File: config.mk
export PLATFORM = sky130hd
export DESIGN_NAME = nanoboot_program_loader
export DESIGN_NICKNAME = d
export VERILOG_FILES = /design/src/rtl/nanoboot_program_loader.sv
export SDC_FILE = /design/constraint.sdc
export NUM_CORES = 1
export LEC_CHECK = 0
export ABC_CLOCK_PERIOD_IN_PS = 2100
export CAP_MARGIN = 20
export CORE_MARGIN = 4
export CORE_UTILIZATION = 49
export CTS_CLUSTER_DIAMETER = 150
export DETAILED_ROUTE_END_ITERATION = 16
export MAX_ROUTING_LAYER = met4
export PLACE_DENSITY = 0.86
export SLEW_MARGIN = 20
export SYNTH_ARGS = -nofsm -noshare
export SYNTH_HDL_FRONTEND = slang
export SYNTH_SLANG_ARGS = --single-unit
File: constraint.sdc
create_clock -name clk -period 2.1 [get_ports clk]
set_input_delay 0.21 -clock clk [delete_from_list [all_inputs] [get_ports clk]]
set_output_delay 0.21 -clock clk [all_outputs]
set_load 0.005 [all_outputs]
File: src/rtl/nanoboot_program_loader.sv
`default_nettype none
// ============================================================================
// Module      : nanoboot_program_loader
// Description : Pulls a program image byte-by-byte from the nanofs multiblock
//               reader, packs it little-endian into 32-bit words and writes
//               the words into the boot program RAM. Reports done, overflow
//               or reader timeout to the boot sequencer.
// Revision    : 1.0 - initial release
// ============================================================================
module nanoboot_program_loader #(
  parameter int ADDR_WIDTH     = 12,
  parameter int MAX_WORDS      = 4096,
  parameter int TIMEOUT_CYCLES = 2000000
) (
  input  logic                  clk,
  input  logic                  reset,
  input  logic                  load,
  output logic                  done,
  output logic [1:0]            err,
  output logic [ADDR_WIDTH:0]   word_count,
  output logic                  fs_start,
  output logic                  fs_req_byte,
  input  logic                  fs_busy,
  input  logic                  fs_eof,
  input  logic [7:0]            fs_byte,
  output logic                  mem_we,
  output logic [ADDR_WIDTH-1:0] mem_addr,
  output logic [31:0]           mem_wdata,
  output logic [3:0]            mem_be
);

  localparam int                    c_to_width   = $clog2(TIMEOUT_CYCLES + 1);
  localparam logic [ADDR_WIDTH:0]   c_max_words  = (ADDR_WIDTH + 1)'(MAX_WORDS);
  localparam logic [c_to_width-1:0] c_to_last    = c_to_width'(TIMEOUT_CYCLES - 1);
  localparam logic [1:0]            c_err_none   = 2'd0;
  localparam logic [1:0]            c_err_ovf    = 2'd1;
  localparam logic [1:0]            c_err_tmo    = 2'd2;

  typedef enum logic [3:0] {
    S_IDLE       = 4'd0,
    S_START      = 4'd1,
    S_WAIT_AVAIL = 4'd2,
    S_CAPTURE    = 4'd3,
    S_REQ        = 4'd4,
    S_WAIT_ACK   = 4'd5,
    S_WRITE      = 4'd6,
    S_FLUSH      = 4'd7,
    S_DONE       = 4'd8,
    S_ERROR      = 4'd9
  } state_t;

  state_t                  r_state;
  logic [1:0]              r_lane;
  logic [31:0]             r_shift;
  logic [c_to_width-1:0]   r_to_cnt;

  logic                    w_full;
  logic [3:0]              w_flush_be;
  logic [ADDR_WIDTH:0]     w_count_inc;

  // RAM is full once word_count reaches the image capacity; a partial word
  // only enables the lanes already filled.
  assign w_full      = (word_count == c_max_words);
  assign w_flush_be  = (4'd1 << r_lane) - 4'd1;
  assign w_count_inc = word_count + (ADDR_WIDTH + 1)'(1);

  // Loader FSM with registered strobes: every strobe is raised on the
  // transition into the state that owns it and dropped on the way out.
  always_ff @(posedge clk) begin
    if (reset) begin
      r_state     <= S_IDLE;
      r_lane      <= 2'd0;
      r_shift     <= 32'd0;
      r_to_cnt    <= '0;
      done        <= 1'b0;
      err         <= c_err_none;
      word_count  <= '0;
      fs_start    <= 1'b0;
      fs_req_byte <= 1'b0;
      mem_we      <= 1'b0;
      mem_addr    <= '0;
      mem_wdata   <= 32'd0;
      mem_be      <= 4'd0;
    end else begin
      case (r_state)
        S_IDLE, S_DONE, S_ERROR: begin
          // Load is honoured only here; a restart clears all progress.
          if (load) begin
            r_lane     <= 2'd0;
            r_shift    <= 32'd0;
            r_to_cnt   <= '0;
            word_count <= '0;
            done       <= 1'b0;
            err        <= c_err_none;
            fs_start   <= 1'b1;
            r_state    <= S_START;
          end
        end

        S_START: begin
          fs_start <= 1'b0;
          r_state  <= S_WAIT_AVAIL;
        end

        S_WAIT_AVAIL: begin
          if (!fs_busy) begin
            r_to_cnt <= '0;
            if (fs_eof) begin
              // Queue the partial-word write so it is on the bus during FLUSH.
              if ((r_lane != 2'd0) && !w_full) begin
                mem_we    <= 1'b1;
                mem_addr  <= word_count[ADDR_WIDTH-1:0];
                mem_wdata <= r_shift;
                mem_be    <= w_flush_be;
              end
              r_state <= S_FLUSH;
            end else begin
              r_state <= S_CAPTURE;
            end
          end else if (r_to_cnt == c_to_last) begin
            r_to_cnt <= '0;
            err      <= c_err_tmo;
            r_state  <= S_ERROR;
          end else begin
            r_to_cnt <= r_to_cnt + c_to_width'(1);
          end
        end

        S_CAPTURE: begin
          r_shift[8*r_lane +: 8] <= fs_byte;
          r_lane                 <= r_lane + 2'd1;
          if (r_lane == 2'd3) begin
            // Fourth byte completes the word; write it next cycle unless full.
            if (!w_full) begin
              mem_we    <= 1'b1;
              mem_addr  <= word_count[ADDR_WIDTH-1:0];
              mem_wdata <= {fs_byte, r_shift[23:0]};
              mem_be    <= 4'hF;
            end
            r_state <= S_WRITE;
          end else begin
            fs_req_byte <= 1'b1;
            r_state     <= S_REQ;
          end
        end

        S_WRITE: begin
          mem_we    <= 1'b0;
          mem_addr  <= '0;
          mem_wdata <= 32'd0;
          mem_be    <= 4'd0;
          if (w_full) begin
            err     <= c_err_ovf;
            r_state <= S_ERROR;
          end else begin
            word_count  <= w_count_inc;
            r_lane      <= 2'd0;
            r_shift     <= 32'd0;
            fs_req_byte <= 1'b1;
            r_state     <= S_REQ;
          end
        end

        S_REQ: begin
          fs_req_byte <= 1'b0;
          r_state     <= S_WAIT_ACK;
        end

        S_WAIT_ACK: begin
          // Wait for the reader to go busy so the old byte is not resampled.
          if (fs_busy) begin
            if (r_to_cnt == c_to_last) begin
              r_to_cnt <= '0;
              err      <= c_err_tmo;
              r_state  <= S_ERROR;
            end else begin
              r_to_cnt <= r_to_cnt + c_to_width'(1);
              r_state  <= S_WAIT_AVAIL;
            end
          end else begin
            r_to_cnt <= '0;
          end
        end

        S_FLUSH: begin
          mem_we    <= 1'b0;
          mem_addr  <= '0;
          mem_wdata <= 32'd0;
          mem_be    <= 4'd0;
          if ((r_lane != 2'd0) && w_full) begin
            err     <= c_err_ovf;
            r_state <= S_ERROR;
          end else begin
            if (r_lane != 2'd0) begin
              word_count <= w_count_inc;
            end
            r_lane  <= 2'd0;
            r_shift <= 32'd0;
            done    <= 1'b1;
            r_state <= S_DONE;
          end
        end

        default: begin
          r_state <= S_IDLE;
        end
      endcase
    end
  end

endmodule
`default_nettype wire

Yosys cells after proc, flatten, opt, wreduce, memory -nomap -nowiden
Index checks and enable logic that the tools add are counted.
- register bits after elaboration: 126
- output and inout bits: 67
- add/sub/neg operators: 5
- equality and inequality tests: 28
- shifts and indexed selects: 3
- muxes and demuxes: 64
- reductions and logical operators: 25
- operators by type and width (kind ; number):
    2-to-1 mux 32 bit ; 8
    one-hot mux 32 bit (4 select lines) ; 1
    one-hot mux 32 bit (3 select lines) ; 1
    2-to-1 mux 21 bit ; 3
    2-to-1 mux 12 bit ; 5
    2-to-1 mux 13 bit ; 4
    2-to-1 mux 4 bit ; 11
    one-hot mux 21 bit (2 select lines) ; 1
    one-hot mux 13 bit (3 select lines) ; 1
    one-hot mux 12 bit (3 select lines) ; 1
    negation 5 -> 34 bit ; 1
    variable shift 8 x 34 -> 32 bit, first input constant ; 1
    variable part select 8 x 34 -> 32 bit ; 1
    bitwise mux 32 bit ; 1
    one-hot mux 4 bit (8 select lines) ; 1
    inequality test 2 bit, second input constant ; 13
    adder 21 x 1 -> 21 bit, second input constant ; 1
    equality test 21 bit, second input constant ; 1
    equality test 4 x 3 -> 1 bit, second input constant ; 4
    2-to-1 mux 2 bit ; 8
    one-hot mux 2 bit (4 select lines) ; 2
    adder 13 x 1 -> 13 bit, second input constant ; 1
    equality test 13 bit, second input constant ; 1
    one-hot mux 4 bit (3 select lines) ; 1
    other kinds (26) ; 52

Longest topological paths before layout
Gate-level depths: netlist of run 1.
- depth after elaboration: 7
- depth in mapped cells: 9

Worst setup path after synthesis of run 1
Ideal clock, no wire load.
- path type: register -> register
- from: register word_count[4]
- to: register mem_wdata[27]
- library setup time: 0.134 ns
- arrival time: 2.002 ns
- slack: -0.036 ns
- stages on the path, launching flop included: 8
- path buffers: 2
- period minus slack after synthesis: 2.136 ns
- path through: dfxtp_1 or4_4 o311a_4 o221a_4 buf_6 buf_6 nor2_1 nor3_2
- cells in the longest elaborated chain, start to end: 5
- elaborated cells between the ends (all ways): 6
- those cells by class: 3 x eq/ne; 3 x reduce/logical
- ends and longest elaborated chain (element ; line ; text):
    from (decl) ; 20 ; output logic [ADDR_WIDTH:0] word_count,
    from (signal assigned) ; 156 ; word_count <= w_count_inc;
    from (signal assigned) ; 195 ; word_count <= w_count_inc;
    equality test 13 bit * ; 63 ; assign w_full = (word_count == c_max_words);
    logical NOT 1 bit ; -- ;
    logical AND 1 bit ; 110 ; if ((r_lane != 2'd0) && !w_full) begin
    inequality test 2 bit (no line) ; -- ;
    AND reduction 6 bit (no line) * ; -- ;
    to (signal assigned) ; 113 ; mem_wdata <= r_shift;
    to (signal assigned) ; 137 ; mem_wdata <= {fs_byte, r_shift[23:0]};
    to (decl) ; 28 ; output logic [31:0] mem_wdata,
Every way passes the cells marked *; elsewhere a longest branch is shown, timed or not.
A chain may end at the register's enable or synchronous reset.

Worst setup path in the final report of run 1
- from: register word_count[2]
- to: register mem_addr[7]
- cells in the longest elaborated chain, start to end: 5
- elaborated cells between the ends (all ways): 6
- those cells by class: 3 x eq/ne; 3 x reduce/logical
- ends and longest elaborated chain (element ; line ; text):
    equality test 13 bit * ; 63 ;
    logical NOT 1 bit ; -- ;
    logical AND 1 bit ; 110 ;
    inequality test 2 bit (no line) ; -- ;
    AND reduction 6 bit (no line) * ; -- ;
    to (signal assigned) ; 112 ; mem_addr <= word_count[ADDR_WIDTH-1:0];
    to (signal assigned) ; 136 ; mem_addr <= word_count[ADDR_WIDTH-1:0];
    to (decl) ; 27 ; output logic [ADDR_WIDTH-1:0] mem_addr,
Marked as above.

==> reports/qor.csv, run 1 <==
metric;value;unit
CTS H-tree depth;4;
# DRC;0;
initial antenna violation count;0;
Post-Syn Instances;634;
DR vias;5687;
max-cap viol count;0;
total clock sinks;126;
gr usage total;25.9;%
cts hold-fix bufs;0;
vias in the first global route;5615;
status;complete, but fails checks;
Initial Util;51.1;%
Vias/cell;6.21;
Leak;2.75;nW
Yosys cell types;66;
WS Path Type;reg -> reg;
share of cells above drive strength 1;21.4;%
unrepaired setup endpoints after global routing;true;
Max clock buf depth;2;
Yosys warnings;0;
Hold Crit Class;in -> reg;
placed wire-length estimate;11000;um
CP Data Required Time;2.43;ns
final setup vio count;4;
DRT Pass-1 Iters;5;
root buffer cell;clkbuf_16;
Std-Cell Rows;38;
Routability Congestion;0.955;
Worst EP arrival;2.49;ns
gr ovfl total;0;
Avg Cell Area, Syn;8.90;um2
FF+latch area;2530;um2
Avg WL per Cell;18.7;um
area of the multi-input gates;3040;um2
ys async rst share;0;%
setup TNS;-0.0740;ns
fillers;762;
cell area after synthesis;5640;um2
Die Wd;115;um
final worst-path cycle share;103;%
Port Buf Inserts;79;
critical path launch point type;register;
Fmax;464;MHz
Worst setup EP type;register;
crit-path max FO;27;
total power;7.53;mW
Synth top area share;44.7;%
syn nets;656;
ANT cells;0;
Die Ht;115;um
final worst-path setup slack;-0.0569;ns
Setup Skew;0.0132;ns
Synth Register Bits;126;
failing checks;setup timing;
sequential area share after synthesis;44.7;%
EDFF count, synth;0;
first-pass GRT wire length;26900;um
Clock Latency Late Sink;0.42;ns
Initial DRC Count;663;
net count reported at finish;786;
Rel. slew slack;55.4;%
Die Area;13300;um2
worst slew pin tran;0.669;ns
VDD IR max;0.000585;V
min Tclk post-route;2.16;ns
cell area power density;971;nW/um2
area of the core;11000;um2
final hold violations;0;
antenna viol nets, final;0;
final wirelength;17100;um
Layout area overhead;37.4;%
Post-synth top flop;dfxtp_1;
num ports;80;
Yosys top cell by area;dfxtp_1;
clk slew on worst S/H paths;0.06;ns
fin util;70.3;%
dominant cells by area after synthesis;dfxtp_1 (45%), a21oi_1 (5.4%), nand3_1 (4.5%);
TritonCTS buffer count;17;
fin. max-slew vios;0;
largest net degree at the start of global routing;43;
TritonCTS clock tree;done;
worst paths after layout:
check / from / slack (ns) / endpoint / cells after the start
hold reg to reg: mem_wdata[15] / 0.45 / mem_wdata[15] / 2
setup reg to reg: word_count[2] / -0.06 / mem_addr[7] / 6
setup / recovery: word_count[2] / -0.06 / mem_addr[7] / 6
hold / removal: reset / 0.36 / r_state[1] / 2
Yosys cell counts (3+ instances only):
library cell    n
nand2b_1        7
nor3b_1         4
nand4_1         7
or4_1           4
clkbuf_1       23
o31ai_1         3
buf_1           5
xnor2_1         8
a21oi_1        61
a32o_1          3
nor2_1         48
a21o_1          4
ha_1            9
a211o_1         3
nor2b_1         7
dfxtp_1       126
inv_1          14
a31oi_1         5
nor3_2          4
a22o_1         29
nand2_1        65
a21oi_4         4
nor3_1         12
a221oi_1       10
nand3b_1        5
nand3_1        51
o211ai_1        5
and2_1          4
nand4bb_1       3
or3_1           6
xor2_1          9
buf_2          11
and3_1          9
o21ai_0        15
a211oi_1        9
nor4_1          5
kinds of logic after synthesis:
logic type / synth area share [%]
simple gates: 23.5
compound gates: 22.8
flops: 44.7
buf+inv: 4.17
xor+xnor: 2.64
fa+ha+maj: 2.00
mux: 0.200
flip-flops by register name (all words and copies together), names as in the netlist:
| register | flops |
|---|---|
| done | 1 |
| mem_wdata | 32 |
| r_lane | 2 |
| r_to_cnt | 21 |
| err | 2 |
| r_state | 4 |
| fs_req_byte | 1 |
| word_count | 13 |
| mem_we | 1 |
| fs_start | 1 |
| mem_be | 4 |
| mem_addr | 12 |
| r_shift | 32 |
layout make-up:
cell class                 instances  share of cell area (%)
multi-input combinational        454                    39.2
sequential                       126                    32.6
timing repair buffer             151                    17.8
clock buffer                      20                    6.02
tap                              140                    2.26
clock inverter                    11                    1.40
inverter                          14                   0.678
per-stage QoR:
stage                     hold WS, ns  std cells  cell area, um2  setup slack [ns]
after floorplan                 0.336        634            5650          -0.00621
after global placement          0.440        877            6970            0.0188
after detailed placement        0.446        877            6970           -0.0863
after CTS                       0.357        910            7580           -0.0140
after global routing            0.387        916            7750           -0.0901
final                           0.359        916            7750           -0.0569
power by group:
group          total, mW  internal (mW)  switching (mW)
logic               2.03          0.888            1.14
registers           2.67           2.52           0.148
clock network       2.84           1.73            1.11
total               7.53           5.13            2.40
timing repair:
item,CTS,global route
buffers inserted,1,6
gates resized for setup,2,37
gates cloned,1,0
setup endpoints to repair,52,99
pin swaps,1,5
critical path: stages, from the launching register on:
cell	delay (ns)
dfxtp_2	0.32
or4_4	0.57
o311a_4	0.42
o221ai_4	0.28
buf_12	0.21
nand2_1	0.10
a21oi_2	0.17
layer usage:
layer  wire length (um)  share of wire (%)  up-vias  GRT usage [%]
li1                   -                  -     2584              -
met4                565                3.3        0           11.8
met1               6510                 38     2758           28.9
met2               8650                 51      287           43.8
met5                  0                  0        -              -
met3               1390                8.1       58           6.47
layout by cell type (no fill, tap or decap), types with 10 or more instances in the layout:
cell and instances:
buf_4 66, nor3_1 11, nor2_1 40, dfxtp_1 120, a21oi_2 18, clkbuf_16 17
nand3_1 49, o21ai_0 15, a221oi_1 10, nand2_1 64, clkdlybuf4s50_1 78, inv_1 14
a21oi_1 43, a22o_1 29
No activity file was read; power rests on OpenSTA's default activity.
==> run 2, diff against run 1 <==
--- a/config.mk
+++ b/config.mk
@@ -5,14 +5,14 @@
 export SDC_FILE = /design/constraint.sdc
 export NUM_CORES = 1
 export LEC_CHECK = 0
-export ABC_CLOCK_PERIOD_IN_PS = 2100
+export ABC_CLOCK_PERIOD_IN_PS = 2300
 export CAP_MARGIN = 20
 export CORE_MARGIN = 4
-export CORE_UTILIZATION = 49
+export CORE_UTILIZATION = 50
 export CTS_CLUSTER_DIAMETER = 150
 export DETAILED_ROUTE_END_ITERATION = 16
 export MAX_ROUTING_LAYER = met4
-export PLACE_DENSITY = 0.86
+export PLACE_DENSITY = 0.76
 export SLEW_MARGIN = 20
 export SYNTH_ARGS = -nofsm -noshare
 export SYNTH_HDL_FRONTEND = slang
==> constraint.sdc (replaced) <==
create_clock -name clk -period 2.3 [get_ports clk]
set_input_delay 0.23 -clock clk [delete_from_list [all_inputs] [get_ports clk]]
set_output_delay 0.23 -clock clk [all_outputs]
set_load 0.005 [all_outputs]
==> reports/qor.csv, run 2 (synthesized netlist as in run 1, its figures left out) <==
metric;value;unit;change
status;completed;;
share of cells above drive strength 1;13.1;%;-8.3 points
WS Path Type;reg -> reg;;
Initial DRC Count;494;;-25%
# DRC;0;;unchanged
fin. max-slew vios;0;;unchanged
Hold Slack;0.356;ns;-0.00254 ns
placed insts;853;;-2.7%
Layout area overhead;31.1;%;
antenna viol nets, final;0;;unchanged
TritonCTS buffer count;17;;unchanged
Port Buf Inserts;79;;unchanged
num ports;80;;unchanged
Leak;2.59;nW;-5.6%
critical path launch point type;register;;
Clock Latency Late Sink;0.42;ns;about the same
Max clock buf depth;2;;unchanged
max-cap viol count;0;;unchanged
first-pass GRT wire length;25600;um;-4.9%
Die Wd;114;um;-0.94%
area of the core;10900;um2;-0.86%
Die Area;13000;um2;-1.9%
DP Worst Slack;-0.0176;ns;+0.0687 ns
net count reported at finish;755;;-3.9%
total clock sinks;126;;unchanged
met2 usage;39.3;%;-4.5 points
Worst EP arrival;2.51;ns;+0.02 ns
Routability Congestion;0.926;;-3.0%
DR vias;5337;;-6.2%
Fmax;452;MHz;-2.6%
Vias/cell;6.02;;-3.0%
Setup Buffers After CTS;0;;-1
cell area power density;913;nW/um2;-5.9%
met1 Track Usage GR;31.0;%;+2.1 points
Die Ht;114;um;-0.94%
largest net degree at the start of global routing;50;;+16%
Initial Util;51.6;%;+0.44 points
VDD IR max;0.000528;V;-9.7%
Setup Skew;0.0151;ns;+0.00185 ns
gr usage total;25.0;%;-0.99 points
final hold violations;0;;unchanged
commonest non-fill, non-tap cell in the layout;dfxtp_1;;
final setup vio count;0;;-4
gr ovfl total;0;;unchanged
min Tclk post-route;2.21;ns;+0.0576 ns
PostCTS Resize Cnt;0;;-2
DRT Pass-1 Iters;5;;unchanged
Top Usage Layer GRT;met2;;
worst slew pin tran;0.648;ns;-0.0210 ns
CP Data Required Time;2.60;ns;+0.17 ns
CTS H-tree depth;4;;unchanged
Rel. slew slack;56.8;%;+1.4 points
ANT cells;0;;unchanged
final worst-path cycle share;96.3;%;-6.4 points
Layout Cells excl Fill;886;;-3.3%
most frequent cells in the layout;dfxtp_1 (125), clkdlybuf4s50_1 (78), nand2_1 (65);;
final wirelength;15400;um;-10%
crit-path max FO;24;;-11%
Worst setup EP type;register;;
setup TNS;0;ns;+0.0740 ns
Avg WL per Cell;17.4;um;-6.9%
total power;6.76;mW;-10%
final worst-path setup slack;0.0855;ns;+0.142 ns
root buffer cell;clkbuf_16;;
Hold Crit Class;in -> reg;;
placed wire-length estimate;10300;um;-6.0%
TritonCTS clock tree;done;;
unrepaired setup endpoints after global routing;false;;
Std-Cell Rows;38;;unchanged
grt met3 use;6.45;%;-0.025 points
clk slew on worst S/H paths;0.06;ns;about the same
vias in the first global route;5282;;-5.9%
cts hold-fix bufs;0;;unchanged
initial antenna violation count;0;;unchanged
biggest regs;mem_wdata x32, r_shift x32, r_to_cnt x21;;
fillers;870;;+14%
run 2: metrics by stage:
step	utilization, %	cell area (um2)
after global routing	67.7	7400
after floorplan	-	5640
final	67.7	7400
after CTS	67.3	7360
after global placement	61.8	6750
after detailed placement	61.8	6750
run 2: path summary, 6_finish.rpt:
path / from / end / slack (ns) / depth (start not counted)
setup / recovery: word_count[9] / mem_wdata[29] / 0.09 / 5
hold / removal: reset / mem_wdata[3] / 0.36 / 2
setup reg to reg: word_count[9] / mem_wdata[29] / 0.09 / 5
hold reg to reg: mem_wdata[12] / mem_wdata[12] / 0.45 / 2
run 2: per-layer routing:
layer	vias up	part of all wire (%)
met4	0	2.3
met1	2518	44
met2	245	47
met5	-	0
met3	45	6.7
li1	2529	-
run 2: area by class of cell:
cell class / instances / area, um2 / share of cell area (%)
clock buffer: 21 / 470 / 6.36
clock inverter: 11 / 139 / 1.88
inverter: 14 / 52.6 / 0.710
multi-input combinational: 454 / 2920 / 39.4
sequential: 126 / 2520 / 34.1
tap: 140 / 175 / 2.37
timing repair buffer: 120 / 1120 / 15.2
run 2: critical path: stages, from the launching register on:
cell,delay [ns]
dfxtp_1,0.37
or4_4,0.60
o311a_4,0.38
o221a_2,0.48
nor2_1,0.20
nor3_2,0.06
run 2: power breakdown:
part / internal, mW / leakage [nW] / total (mW) / switching, mW
sequential: 2.30 / 1.02 / 2.42 / 0.124
combinational: 0.654 / 1.28 / 1.61 / 0.953
clock: 1.78 / 0.299 / 2.73 / 0.949
total: 4.73 / 2.59 / 6.76 / 2.03
